===== src/rtl/anode_scanner.sv =====
// Seven-segment anode scanner: walks digits 0..3, each preceded by an all-off blanking gap,
// and drives the active-low anode pattern and the slot index that the segment decoder consumes.
module anode_scanner #(
    parameter int DIV_COUNT    = 100000,
    parameter int BLANK_CYCLES = 1000
) (
    input  logic       clk,
    input  logic       reset,
    input  logic       enable,
    input  logic [3:0] digit_mask,
    output logic [3:0] anode,
    output logic [1:0] digit_idx,
    output logic       frame_tick
);

    localparam int MAX_COUNT = (DIV_COUNT > BLANK_CYCLES) ? DIV_COUNT : BLANK_CYCLES;
    localparam int CNT_W     = $clog2(MAX_COUNT) + 1;

    localparam logic [CNT_W-1:0] DRIVE_LAST = CNT_W'(DIV_COUNT - 1);
    localparam logic [CNT_W-1:0] BLANK_LAST = CNT_W'(BLANK_CYCLES - 1);
    localparam logic [3:0]       ANODE_OFF  = 4'b1111;

    typedef enum logic [1:0] {
        IDLE  = 2'd0,
        BLANK = 2'd1,
        DRIVE = 2'd2
    } state_t;

    state_t           state_q, state_d;
    logic [CNT_W-1:0] cnt_q, cnt_d;
    logic [1:0]       digit_idx_q, digit_idx_d;
    logic [3:0]       anode_q, anode_d;
    logic             frame_tick_q, frame_tick_d;

    // A masked-off digit keeps its time slot but leaves every anode high.
    function automatic logic [3:0] drive_pattern(input logic [1:0] idx, input logic [3:0] mask);
        return ~(4'b0001 << idx) | ~{4{mask[idx]}};
    endfunction

    always_ff @(posedge clk or posedge reset) begin
        if (reset) begin
            state_q      <= IDLE;
            cnt_q        <= '0;
            digit_idx_q  <= 2'd0;
            anode_q      <= ANODE_OFF;
            frame_tick_q <= 1'b0;
        end else begin
            state_q      <= state_d;
            cnt_q        <= cnt_d;
            digit_idx_q  <= digit_idx_d;
            anode_q      <= anode_d;
            frame_tick_q <= frame_tick_d;
        end
    end

    // Outputs are computed for the state being entered, so they register with no extra latency.
    always_comb begin
        state_d      = state_q;
        cnt_d        = cnt_q;
        digit_idx_d  = digit_idx_q;
        anode_d      = ANODE_OFF;
        frame_tick_d = 1'b0;

        if (!enable) begin
            state_d     = IDLE;
            cnt_d       = '0;
            digit_idx_d = 2'd0;
        end else begin
            unique case (state_q)
                IDLE: begin
                    state_d     = BLANK;
                    cnt_d       = '0;
                    digit_idx_d = 2'd0;
                end
                BLANK: begin
                    if (cnt_q == BLANK_LAST) begin
                        state_d = DRIVE;
                        cnt_d   = '0;
                        anode_d = drive_pattern(digit_idx_q, digit_mask);
                    end else begin
                        cnt_d = cnt_q + CNT_W'(1);
                    end
                end
                DRIVE: begin
                    if (cnt_q == DRIVE_LAST) begin
                        state_d      = BLANK;
                        cnt_d        = '0;
                        digit_idx_d  = digit_idx_q + 2'd1;
                        frame_tick_d = (digit_idx_q == 2'd3);
                    end else begin
                        cnt_d   = cnt_q + CNT_W'(1);
                        anode_d = drive_pattern(digit_idx_q, digit_mask);
                    end
                end
                default: begin
                    state_d     = IDLE;
                    cnt_d       = '0;
                    digit_idx_d = 2'd0;
                end
            endcase
        end
    end

    assign anode      = anode_q;
    assign digit_idx  = digit_idx_q;
    assign frame_tick = frame_tick_q;

endmodule


===== config.mk =====
export PLATFORM = sky130hd
export DESIGN_NAME = anode_scanner
export DESIGN_NICKNAME = d
export VERILOG_FILES = /design/src/rtl/anode_scanner.sv
export SDC_FILE = /design/constraint.sdc
export NUM_CORES = 1
export LEC_CHECK = 0
export BUFFER_PORTS_ARGS = -buffer_cell sky130_fd_sc_hd__buf_2
export CAP_MARGIN = 20
export CORE_UTILIZATION = 45
export CTS_BUF_LIST = sky130_fd_sc_hd__clkbuf_4 sky130_fd_sc_hd__clkbuf_8 sky130_fd_sc_hd__clkbuf_16
export DETAILED_ROUTE_END_ITERATION = 12
export PLACE_DENSITY = 0.75
export SLEW_MARGIN = 20
export SYNTH_ARGS = -nofsm -noshare
export SYNTH_HDL_FRONTEND = slang
export SYNTH_SLANG_ARGS = --single-unit

===== constraint.sdc =====
create_clock -name clk -period 2.59 [get_ports clk]
set_clock_uncertainty 0.05 [all_clocks]
set_input_delay 0.777 -clock clk [delete_from_list [all_inputs] [get_ports clk]]
set_output_delay 0.777 -clock clk [all_outputs]
set_load 0.02 [all_outputs]

==> results_dict.tcl <==
set metrics [dict create \
    placed_cell_area_mm2 0.00159 \
    io_buffers 13 \
    fill_cells 271 \
    r2r-end "anode[0]" \
    timing.fmax_mhz 451 \
    dr.first_iter.drc_count 42 \
    critPathMaxFanout 5 \
    syn_nets 165 \
    cp_data_arrival_time_ns 2.43 \
    yosys.area.top_type "dfrtp_1" \
    reg2regPathDepth 5 \
    final.min_clock_period_ns 2.22 \
    syn_avg_cell_area_um2 9.93 \
    post-place-ws_ns 0.435 \
    p_leak_uw 0.000644 \
    die_w_um 59.4 \
    final_cell_mix "nor2_1 (28), dfrtp_1 (23), xnor2_1 (13), buf_2 (13), inv_1 (10)" \
    clockBufferDepth 2 \
    drtAntennaViolNets 0 \
    first_pass_iters 4 \
    synth_edf_count 0 \
    final_area_mm2 0.00161 \
    dieArea_mm2 0.00352 \
    setup_ws_ns 0.371 \
    tightest_slew_ns 0.408 \
    synthFlopType "dfrtp_1" \
    syn_to_final_growth_pct 9.04 \
    finalHoldViolCount 0 \
    grt_pass1_vias 1069 \
    yosysTopAreaCellShare_pct 38.9 \
    postSynthCellCount 149 \
    synthTopCellsByArea "dfrtp_1 (39%), xnor2_1 (7.7%), ha_1 (7.6%)" \
    final_nets 182 \
    drcViolationCount 0 \
    post_cts_buffers 0 \
    async_flop_share_pct 100 \
    cts_sinks 27 \
    setup_tns_ns 0 \
    wl_um 2640 \
    yosysSeqAreaShare_pct 46.0 \
    rsz0062_at_grt "no" \
    yosysWarnings 0 \
    cp_data_required_time_ns 2.80 \
    setup_viol 0 \
    path_class "reg -> reg" \
    cp-start-kind "flip-flop" \
    post_cts_resized 0 \
    antenna_found_initial 0 \
    cts_hold_buf 0 \
    routedWlPerCell_um 12.6 \
    synth-seq-cells 27 \
    grt.overflow.total 0 \
    slew_violations 0 \
    initial_core_util_pct 48.1 \
    coreArea_mm2 0.00308 \
    dp_hpwl_um 2000 \
    p_per_area_mw_per_mm2 615 \
    gp_congestion 0.864 \
    clockRootBuffer "clkbuf_4" \
    antenna_cells 0 \
    peakVddDrop_v 0.000241 \
    r2r_start "cnt_q[12]" \
    status "finished clean" \
    cts_tree "built" \
    ys_types 32 \
    track_usage_pct 17.4 \
    holdCritPathClass "in -> async" \
    design.portCount 14 \
    drive_above_1_share_pct 21.2 \
    final_common_cell "nor2_1" \
    numCtsBuffers 3 \
    rows 20 \
    end_kind "flip-flop" \
    grt_max_degree 28 \
    grt_pass1_wl_um 4620 \
    r2r_slack_ns 0.37 \
    num_vias 1080 \
    h-tree-depth 1 \
    slew_headroom_pct 72.8 \
    synth.cell_area_mm2 0.00148 \
    vias_per_cell 5.17 \
    maxCapViolCount 0 \
    fp.dieH_um 59.4 \
    min_period_over_period_pct 85.7 \
    insertion_delay_ns 0.32 \
    cts.clk_slew.worst_paths_ns 0.14 \
]
## worst max path at each step
stage / from / to / slack [ns] / cells past startpoint
after global placement: cnt_q[12] / anode[1] / 0.51 / 5
after floorplan: cnt_q[12] / cnt_q[10] / 0.52 / 6
after detailed placement: cnt_q[12] / anode[0] / 0.44 / 5
after global routing: cnt_q[12] / anode[0] / 0.21 / 5
final: cnt_q[12] / anode[0] / 0.37 / 5
after CTS: cnt_q[12] / anode[0] / 0.37 / 5
## per-stage QoR
stage               hold slack (ns)  total power, µW  cells  util, %
global route                  0.431             1070    209     52.4
finish                        0.425              992    209     52.4
detailed placement            0.457              819    205     51.5
CTS                           0.433             1000    209     52.4
floorplan                     0.420              746    149        -
global placement              0.446              804    205     51.5
## cells by family after synthesis
family / Yosys count / share of synthesized area (%)
flops: 27 / 46.0
mux: 3 / 2.87
simple gates: 70 / 24.4
compound gates: 11 / 5.16
fa+ha+maj: 9 / 7.61
buf+inv: 13 / 4.48
xor+xnor: 16 / 9.47
## report_power, final
group | leakage, µW | switching, µW | internal [µW]
Sequential | 0.000362 | 25.5 | 477
Clock | 0.0000177 | 122 | 57.8
Combinational | 0.000264 | 190 | 121
## cells in the mapped netlist (3+ instances only)
master   count
dfrtp_1     23
xnor2_1     13
or2_2        5
ha_1         9
inv_1       10
nand3_1      9
xor2_1       3
a21oi_1      4
nor3_1       6
nand2_1      9
nor2_1      28
dfstp_2      4
## worst max-delay path, cell delays in order (launching register included)
cell and delay [ns]:
dfrtp_1 0.45, or4_4 0.58, nor4_1 0.31, a21boi_1 0.20
nand4b_1 0.25, or2_2 0.32
## flip-flops by register name, summed over array words and instances (netlist names)
name	cells
frame_tick	1
state_q	2
anode	4
cnt_q	18
digit_idx	2
## per-layer routing
| metal | share of wire (%) | wire length, µm | up-vias | track usage, % |
|---|---|---|---|---|
| li1 | - | - | 531 | - |
| met1 | 46 | 1220 | 533 | 23.6 |
| met2 | 51 | 1340 | 14 | 27.9 |
| met3 | 2.1 | 55 | 2 | 2.18 |
| met4 | 0.87 | 23 | 0 | 7.14 |
| met5 | 0 | 0 | - | 0 |
## final cells by class
cell class	instances	area, µm²	area share [%]
Multi-Input combinational cell	109	733	45.4
Sequential cell	27	681	42.2
Timing Repair Buffer	15	80.1	4.96
Tap cell	44	55.1	3.41
Inverter	10	37.5	2.33
Clock buffer	3	22.5	1.40
Clock inverter	1	5.00	0.310
Note: power is estimated with default switching activity, not from simulation.
